`config.mk`:
```
export PLATFORM = sky130hd
export DESIGN_NAME = busy_initiator
export DESIGN_NICKNAME = d
export VERILOG_FILES = /design/src/rtl/busy_pkg.sv /design/src/rtl/busy_pending_ctr.sv /design/src/rtl/busy_initiator.sv
export SDC_FILE = /design/constraint.sdc
export NUM_CORES = 1
export LEC_CHECK = 0
export CAP_MARGIN = 25
export CORE_MARGIN = 4
export CORE_UTILIZATION = 40
export CTS_BUF_LIST = sky130_fd_sc_hd__clkbuf_16
export DETAILED_ROUTE_END_ITERATION = 12
export PLACE_DENSITY_LB_ADDON = 0.3
export SYNTH_ARGS = -nofsm -noshare
export SYNTH_HDL_FRONTEND = slang
export SYNTH_SLANG_ARGS = --single-unit
```
`constraint.sdc`:
```
create_clock -name i_clk -period 3.4 [get_ports i_clk]
set_input_delay 0.51 -clock i_clk [delete_from_list [all_inputs] [get_ports i_clk]]
set_output_delay 0.51 -clock i_clk [all_outputs]
set_load 0.005 [all_outputs]
```
`src/rtl/busy_pkg.sv`:
```
// Shared constants for the start/busy handshake: FSM encoding, error codes
// and timer width.
package busy_pkg;

  localparam int TMR_W = 16;

  typedef enum logic [1:0] {
    ST_IDLE      = 2'd0,
    ST_START     = 2'd1,
    ST_WAIT_ACK  = 2'd2,
    ST_WAIT_DONE = 2'd3
  } state_t;

  localparam logic ERR_ACK  = 1'b0;
  localparam logic ERR_DONE = 1'b1;

endpackage

```
`src/rtl/busy_pending_ctr.sv`:
```
// Saturating up/down count of queued-but-not-dispatched requests; ready is
// derived from the registered count so it never depends on this cycle's inputs.
module busy_pending_ctr #(
  parameter int MAX_PENDING = 4,
  parameter int CNT_W       = $clog2(MAX_PENDING + 1)
) (
  input  logic             i_clk,
  input  logic             i_reset_n,
  input  logic             i_inc,
  input  logic             i_dec,
  output logic [CNT_W-1:0] o_count,
  output logic             o_ready
);

  localparam logic [CNT_W-1:0] FULL = CNT_W'(MAX_PENDING);

  logic [CNT_W-1:0] r_count;
  logic             w_full;
  logic             w_empty;

  assign w_full  = (r_count == FULL);
  assign w_empty = (r_count == '0);

  // NOTE: state registers use non-blocking assignments so every flop samples
  // the pre-edge value of its neighbours, matching the synthesized hardware.
  always_ff @(posedge i_clk or negedge i_reset_n) begin
    if (!i_reset_n) begin
      r_count <= '0;
    end else begin
      unique case ({i_inc, i_dec})
        2'b10:   if (!w_full)  r_count <= r_count + 1'b1;
        2'b01:   if (!w_empty) r_count <= r_count - 1'b1;
        default: r_count <= r_count;
      endcase
    end
  end

  assign o_count = r_count;
  assign o_ready = !w_full;

endmodule

```
`src/rtl/busy_initiator.sv`:
```
// Initiator side of the start/busy handshake: queues jobs, pulses start, then
// watches busy rise (ack) and fall (completion) under per-phase timeouts.
module busy_initiator
  import busy_pkg::*;
#(
  parameter  int MAX_PENDING  = 4,
  parameter  int ACK_TIMEOUT  = 4,
  parameter  int DONE_TIMEOUT = 1024,
  localparam int CNT_W        = $clog2(MAX_PENDING + 1)
) (
  input  logic             i_clk,
  input  logic             i_reset_n,
  input  logic             i_req_valid,
  output logic             o_req_ready,
  input  logic             i_busy,
  output logic             o_start,
  output logic             o_done,
  output logic             o_err,
  output logic             o_err_code,
  output logic [CNT_W-1:0] o_pending,
  output logic             o_idle,
  output logic [15:0]      o_jobs
);

  localparam logic [TMR_W-1:0] ACK_LAST  = TMR_W'(ACK_TIMEOUT - 1);
  localparam logic [TMR_W-1:0] DONE_LAST = TMR_W'(DONE_TIMEOUT - 1);

  state_t           r_state;
  logic [TMR_W-1:0] r_timer;
  logic             r_start;
  logic             r_done;
  logic             r_err;
  logic             r_err_code;
  logic [15:0]      r_jobs;

  logic             w_accept;
  logic             w_dispatch;
  logic             w_ready;
  logic [CNT_W-1:0] w_pending;

  assign w_accept   = i_req_valid && w_ready;
  // A still-busy peer (late completion or DONE timeout) blocks dispatch.
  assign w_dispatch = (r_state == ST_IDLE) && (w_pending != '0) && !i_busy;

  busy_pending_ctr #(
    .MAX_PENDING (MAX_PENDING),
    .CNT_W       (CNT_W)
  ) u_pending (
    .i_clk     (i_clk),
    .i_reset_n (i_reset_n),
    .i_inc     (w_accept),
    .i_dec     (w_dispatch),
    .o_count   (w_pending),
    .o_ready   (w_ready)
  );

  always_ff @(posedge i_clk or negedge i_reset_n) begin
    if (!i_reset_n) begin
      r_state    <= ST_IDLE;
      r_timer    <= '0;
      r_start    <= 1'b0;
      r_done     <= 1'b0;
      r_err      <= 1'b0;
      r_err_code <= ERR_ACK;
      r_jobs     <= '0;
    end else begin
      // Pulses default low; only the deciding transition raises them.
      r_start <= 1'b0;
      r_done  <= 1'b0;
      r_err   <= 1'b0;
      unique case (r_state)
        ST_IDLE: begin
          if (w_dispatch) begin
            r_state <= ST_START;
            r_start <= 1'b1;
          end
        end
        ST_START: begin
          r_timer <= '0;
          r_state <= ST_WAIT_ACK;
        end
        ST_WAIT_ACK: begin
          if (i_busy) begin
            r_state <= ST_WAIT_DONE;
            r_timer <= '0;
          end else if (r_timer == ACK_LAST) begin
            r_state    <= ST_IDLE;
            r_timer    <= '0;
            r_err      <= 1'b1;
            r_err_code <= ERR_ACK;
          end else begin
            r_timer <= r_timer + 1'b1;
          end
        end
        ST_WAIT_DONE: begin
          if (!i_busy) begin
            r_state <= ST_IDLE;
            r_timer <= '0;
            r_done  <= 1'b1;
            r_jobs  <= r_jobs + 1'b1;
          end else if (r_timer == DONE_LAST) begin
            r_state    <= ST_IDLE;
            r_timer    <= '0;
            r_err      <= 1'b1;
            r_err_code <= ERR_DONE;
          end else begin
            r_timer <= r_timer + 1'b1;
          end
        end
        default: r_state <= ST_IDLE;
      endcase
    end
  end

  assign o_req_ready = w_ready;
  assign o_start     = r_start;
  assign o_done      = r_done;
  assign o_err       = r_err;
  assign o_err_code  = r_err_code;
  assign o_pending   = w_pending;
  assign o_idle      = (r_state == ST_IDLE) && (w_pending == '0);
  assign o_jobs      = r_jobs;

endmodule

```
Yosys cells after proc, flatten, opt, wreduce, memory -nomap -nowiden
Cells that the tools add are included.

Multiplexer cells: 28. Equality and inequality tests: 17. Bitwise operators: 1. $add $sub $neg: 4. Reduce and logical (&&, ||, !) cells: 16.

Operators by type and width (number): $mux 16 (4); $pmux 16 s3 (1); $add 16x1->16 const B (2); $eq 16x10->1 const B (1); $eq 16x2->1 const B (1); $mux 1 (12); $ne 2x2->1 const B (6); $mux 2 (5); $pmux 2 s4 (1); $eq 2x2->1 const B (3); $mux 3 (2); $ne 3x3->1 const B (2); $pmux 3 s2 (1); $reduce_and 3->1 (2); $reduce_bool 3->1 (2); $reduce_and 5->1 (1); $eq 2x1->1 const B (2); $logic_and 1x1->1 (4); $pmux 1 s2 (2); $reduce_bool 2->1 (2); $add 3x1->3 const B (1); $eq 3x3->1 const B (1); $logic_not 3->1 (1); $sub 3x1->3 const B (1); other kinds (5) (6).

Output and inout bits: 25. Flip-flop bits (word level): 41. Logic and storage cells: 74.

Logic depth before layout (Yosys ltp)
Gate-level depths: netlist of the first run.

Depth in word-level cells: 6. Depth in mapped cells: 10. Gate-level depth less buffers: 10.

By module
A second synthesis of the first run with hierarchy kept.

Cells, all modules: 220. Area, all modules: 2185.8 um2.

By module, submodules not included: busy_initiator (cells each 191, times used 1, sequential area each 950.9 um2, area each 1925.6 um2); busy_pending_ctr (cells each 29, times used 1, sequential area each 75.1 um2, area each 260.2 um2).

Least setup slack after synthesis of the first run
Ideal clock, no wire load.

Path type: reg-to-reg. Start: register r_state[0]. End: register u_pending.r_count[2], in the netlist u_pending.o_count[2]. Cell stages (with the launch flop): 10. Required time: 3.321 ns. Data arrival time: 2.067 ns. Setup time: 0.079 ns. Setup slack: 1.254 ns. Cells stage by stage: dfrtp_1 -> or2_2 -> clkbuf_1 -> nor3_1 -> ha_1 -> inv_1 -> fa_1 -> xor2_1 -> nor2_1 -> xor2_1.

Word-level cells in the longest chain between the ends: 6.

RTL lines: start, declared (RTL line busy_initiator.sv:28) `state_t r_state;`; start signal, assigned (RTL line busy_initiator.sv:59) `r_state <= ST_IDLE;`; start signal, assigned (RTL line busy_initiator.sv:74) `r_state <= ST_START;`; start signal, assigned (RTL line busy_initiator.sv:80) `r_state <= ST_WAIT_ACK;`; $logic_not 2->1 * (RTL line busy_initiator.sv:43) `assign w_dispatch = (r_state == ST_IDLE) && (w_pending != '0) && !i_busy;`; $logic_and 1x1->1 * (2 in a row) (RTL line busy_initiator.sv:43); $eq 2x1->1 / $eq 2x2->1 (equally long branches) (RTL line busy_pending_ctr.sv:30) `unique case ({i_inc, i_dec})`; $ne 2x2->1 (no source line) / $reduce_bool 2->1 (equally long branches); $reduce_and 3->1 (no source line); end signal, assigned (RTL line busy_pending_ctr.sv:31) `2'b10: if (!w_full) r_count <= r_count + 1'b1;`; end signal, assigned (RTL line busy_pending_ctr.sv:32) `2'b01: if (!w_empty) r_count <= r_count - 1'b1;`; end signal, assigned (RTL line busy_pending_ctr.sv:33) `default: r_count <= r_count;`; end, declared (RTL line busy_pending_ctr.sv:17) `logic [CNT_W-1:0] r_count;`.

Every way passes the cells marked *; elsewhere a longest branch is shown, timed or not. A chain may end at the register's enable or synchronous reset.

Worst setup path in the final report of the first run
Same ends and word-level chain as after synthesis.

==> flow_summary.ini, run 1 <==
[timing]
finalMaxSlewViolations = 0
whs_ps = 366.8
fin_worst_skew_ps = 4.774
rsz0062_at_grt = false
fmax_mhz = 409.1
maxSlewHeadroom = 0.3874
layout_min_cycle_time_ps = 2445
period_share = 0.7190
setup_viol = 0
layout_setup_ws_ps = 955.3
tns_ps = 0
hold_violations = 0
tightest_slew_ps = 919.0

[min_path]
min_path_type = input pin to async pin

[clock_network]
post_cts_resized = 0
htreeDepth = 2
root_buffer = clkbuf_16
clock_path_buffers = 2
cts_buffers = 5
cts_tree = yes
clock_sinks = 41
post_cts_buffers = 0
insertion_delay_ps = 280
cts_hold_buf = 0
clkTransAtPathRegs_ps = 60

[worst_setup_path]
slowest_delay_ps = 530
path_delay_family = simple AND/OR/NAND/NOR gates
arrival_ps = 2650
startpoint_type = register
critPathSlowestCell = dfrtp_1
crit_type = register to register
path_buf_inv = 1
critPathMostFrequentCell = xor2_1
timing.rr.start = r_state[0]
cp-end-kind = register
crit_required_ps = 3610
path_cells = or2_2 -> nor3_1 -> ha_1 -> inv_1 -> fa_1 -> xor2_1 -> nor2_1 -> xor2_1
critPathMaxFanout = 13
startpoint = r_state[0]

[placement]
routabilityCongestion = 0.8301
dpl-instance-area_sq_um = 2522
dp_cells = 311
port_buffers = 28
pre_cts_ws_ps = 668.9
place_hpwl_um = 3089

[floorplan]
placementRows = 26
die-area_sq_um = 6715
dieWidth_um = 81.95
start_util = 0.4202
core_area_sq_um = 5205
ioPinCount = 29
die_h_um = 81.95

[yosys]
synth_cell_types = 47
synth_area_sq_um = 2187
synthFlopType = dfrtp_1
netlist_instances = 219
async_flop_share = 1.000
synthAdderAreaFrac = 0.03204
synth.area.mux_share = 0.009153
synth_simple_gate_area_frac = 0.2283
synth_xor_area_frac = 0.07609
synth_top_family_by_area = simple AND/OR/NAND/NOR gates
synth_edf_count = 0
synth-compound-area-share = 0.1453
syn_avg_cell_area_sq_um = 9.987
ys_seq_elements = 41
yosysSeqAreaShare = 0.4691
synth_warnings = 0
syn_nets = 228

[global_route]
grt_pass1_vias = 1669
grt_pass1_wl_um = 7948
antenna_found_initial = 0
grtUsageTotal = 0.1554
gr-total-overflow = 0
grt_max_degree = 42

[route]
drc_errors = 0
drt_first_pass_iters = 4
drtIter0Drc = 114
antenna_left = 0
viasPerCell = 5.420
wire_per_inst_um = 14.18
wl_um = 4524
vias = 1729

[run]
drv_cap = 0

[layout]
layout_commonest_cell = dfrtp_1
drive_above_1_share = 0.1004
post-route-util = 0.5166
final_cells = 319
postLayoutCellArea_sq_um = 2689
area_growth_pct = 22.94
nets = 257
layout_common_cells = 41 x dfrtp_1, 27 x clkdlybuf4s50_1, 26 x nand2_1
diodes = 0

[power_and_ir_drop]
power.density_nw_per_um2 = 645.5
power_mw = 1.736
peakVddDrop_uv = 368.1
leakagePower_nw = 1.095

[status]
status = complete, no violations
-- cell families (layout without fill, tap and decap cells) --
family                   count (synthesis)  after routing
AO/OA/AOI/OAI                           40             40
buffers and inverters                   19             49
XOR/XNOR                                19             19
adder cells (fa/ha/maj)                  5              5
flip-flops                              41             41
AND/OR/NAND/NOR                         93             93
multiplexers                             2              2
-- registers in the layout, indices dropped and copies added (netlist names) --
| register | count |
|---|---|
| o_jobs | 16 |
| r_timer | 16 |
| u_pending.o_count | 3 |
| r_state | 2 |
| o_done | 1 |
| o_err | 1 |
| o_err_code | 1 |
| o_start | 1 |
-- synthesized netlist by cell type (2+ instances only) --
| cell type | number | share of area |
|---|---|---|
| dfrtp_1 | 41 | 0.47 |
| nand2_1 | 26 | 0.045 |
| nor2_1 | 15 | 0.026 |
| xnor2_1 | 14 | 0.056 |
| nand3_1 | 13 | 0.030 |
| inv_1 | 10 | 0.017 |
| o31ai_1 | 9 | 0.031 |
| nand4_1 | 8 | 0.023 |
| o221ai_1 | 7 | 0.028 |
| nor3_1 | 6 | 0.014 |
| o21ai_0 | 6 | 0.014 |
| xor2_1 | 5 | 0.020 |
| and3_1 | 4 | 0.011 |
| buf_2 | 4 | 0.0092 |
| ha_1 | 4 | 0.023 |
| and2_1 | 3 | 0.0086 |
| clkbuf_1 | 3 | 0.0051 |
| o221ai_2 | 3 | 0.021 |
| or3_1 | 3 | 0.0086 |
| a21oi_1 | 2 | 0.0046 |
| and4_1 | 2 | 0.0080 |
| mux2i_1 | 2 | 0.0092 |
| nor4_1 | 2 | 0.0057 |
| o21ai_1 | 2 | 0.0046 |
| o32ai_1 | 2 | 0.0080 |
| or2_2 | 2 | 0.0057 |
-- routing by layer --
metal | part of all wire | track usage | wire (um)
met3 | 0.042 | 0.04167 | 192
met1 | 0.48 | 0.2085 | 2175
met2 | 0.46 | 0.2383 | 2086
met5 | 0 | 0 | 0
met4 | 0.015 | 0.05980 | 68
-- where the power goes --
part           internal, mW  leakage [nW]  switching [mW]
combinational         0.244         0.468           0.289
clock                 0.343        0.0775           0.185
sequential            0.560         0.549           0.114
total                  1.15          1.09           0.588
-- cell type report --
class	count	area (sq um)
Clock inverter	3	41.29
Multi-Input combinational cell	159	1074
Timing Repair Buffer	31	297.8
Fill cell	496	2516
Sequential cell	41	1026
Inverter	10	37.54
Tap cell	70	87.58
Clock buffer	5	125.1
-- worst paths after layout --
check                                       end  slack [ps]  depth (start not counted)
setup / recovery           u_pending.o_count[2]         960                          8
hold / removal                          o_start         370                          1
setup reg to reg           u_pending.o_count[2]         960                          8
hold reg to reg                      o_jobs[15]         470                          1
max in group asynchronous                 o_err        2460                          1
min in group i_clk                   o_jobs[15]         470                          1
Note: power is estimated with default switching activity, not from simulation.
==> run 2, diff against run 1 <==
- clock period: 3.4 -> 2.6 ns (I/O delays scaled with it)
==> run 2 against run 1 <==
Utilization is 1.1 points higher. Die area unchanged. Sequential cell count is the same. Cell area up 2.1%. Worst hold slack got worse by 290 ps. Clock power is 30% higher. First-iteration DRC count is 32% lower. Register-to-register slack got worse by 570 ps. Critical endpoint unchanged. Largest power group unchanged.
==> flow_summary.ini, run 2 (synthesized netlist as in run 1, its figures left out) <==
[global_route]
gr-total-overflow = 0
grtUsageTotal = 0.1574
grt_pass1_vias = 1736
antenna_found_initial = 0
grt_max_degree = 42
grt_pass1_wl_um = 8128

[clock_network]
clock_sinks = 41
cts_hold_buf = 0
insertion_delay_ps = 280
clkTransAtPathRegs_ps = 60
root_buffer = clkbuf_16
cts_tree = yes
post_cts_buffers = 0
cts_buffers = 5
post_cts_resized = 0
clock_path_buffers = 2
htreeDepth = 2

[worst_setup_path]
startpoint_type = register
crit_required_ps = 2810
crit_type = register to register
critPathMaxFanout = 6
startpoint = r_state[1]
cp-end-kind = register
timing.rr.start = r_state[1]
arrival_ps = 2420

[timing]
layout_setup_ws_ps = 382.1
fin_worst_skew_ps = 3.028
period_share = 0.8530
setup_viol = 0
hold_violations = 0
layout_min_cycle_time_ps = 2218
rsz0062_at_grt = false
finalMaxSlewViolations = 0
maxSlewHeadroom = 0.6769
fmax_mhz = 450.9
tightest_slew_ps = 484.5
tns_ps = 0
whs_ps = 72.02

[power_and_ir_drop]
pwr-share-comb = 0.341
power_mw = 2.307
swShare = 0.3354
switchingPower_uw = 773.8
leakagePower_nw = 1.129
power_report.internal_total_mw = 1.533
clkPwrFrac = 0.299
power.density_nw_per_um2 = 840.1
p_seq_frac = 0.360
peakVddDrop_uv = 518.7

[route]
drc_errors = 0
antenna_left = 0
viasPerCell = 5.348
vias = 1738
wl_um = 4547
drtIter0Drc = 78
drt_first_pass_iters = 4
wire_per_inst_um = 13.99

[layout]
nets = 263
drive_above_1_share = 0.1216
area_growth_pct = 25.57
post-route-util = 0.5276
layout_commonest_cell = dfrtp_1
layout_common_cells = 41 x dfrtp_1, 27 x clkdlybuf4s50_1, 26 x nand2_1
diodes = 0
n_fill_cell = 514

[floorplan]
placementRows = 26
dieWidth_um = 81.95
core_area_sq_um = 5205
start_util = 0.4202
die-area_sq_um = 6715
ioPinCount = 29
die_h_um = 81.95

[placement]
place_hpwl_um = 3206
pre_cts_ws_ps = 204.5
routabilityCongestion = 0.7898
port_buffers = 28

[status]
status = complete, no violations

[run]
drv_cap = 0

[min_path]
min_path_type = input pin to async pin
[run 2: worst paths after layout]
path | endpoint | slack (ps) | depth (start not counted)
min reg2reg | o_jobs[15] | 470 | 1
max | u_pending.o_count[2] | 380 | 8
min in group i_clk | o_jobs[15] | 470 | 1
min | r_timer[6] | 70 | 2
max in group asynchronous | r_timer[15] | 2320 | 2
max reg2reg | u_pending.o_count[2] | 380 | 8
[run 2: per-layer routing]
metal  wire length, um  up-vias  global-route usage
met5                 0        -                   0
met1              2240      838              0.2208
met3               163        4             0.03509
li1                  -      864                   -
met2              2072       32              0.2334
met4                71        0             0.06478
[run 2: layout make-up]
type                            instances  area (sq um)  area share
Clock buffer                            5         125.1     0.04556
Clock inverter                          3         41.29     0.01503
Inverter                               10         37.54     0.01367
Multi-Input combinational cell        159          1074      0.3909
Sequential cell                        41          1026      0.3736
Tap cell                               70         87.58     0.03189
Timing Repair Buffer                   37         355.3      0.1294
[run 2: power by group through the flow]
stage / Sequential [mW] / Combinational, mW / Clock [mW]
finish: 0.830 / 0.787 / 0.690
CTS: 0.832 / 0.793 / 0.710
detailed placement: 0.841 / 0.786 / 0
floorplan: 0.832 / 0.480 / 0
global route: 0.851 / 0.880 / 0.739
global placement: 0.840 / 0.783 / 0
[run 2: stage by stage]
| stage | cell area [sq um] | instances |
|---|---|---|
| final | 2746 | 325 |
| after global routing | 2746 | 325 |
| after CTS | 2726 | 324 |
| after detailed placement | 2560 | 316 |
| after global placement | 2560 | 316 |
| after floorplan | 2187 | 219 |
[run 2: critical path, stage by stage, from the launching register on]
cell and delay, ps:
dfrtp_1 370, or2_2 360, nor3_1 310, ha_1 250, inv_1 70, fa_1 370
xor2_1 150, nor2_1 110, xor2_1 140
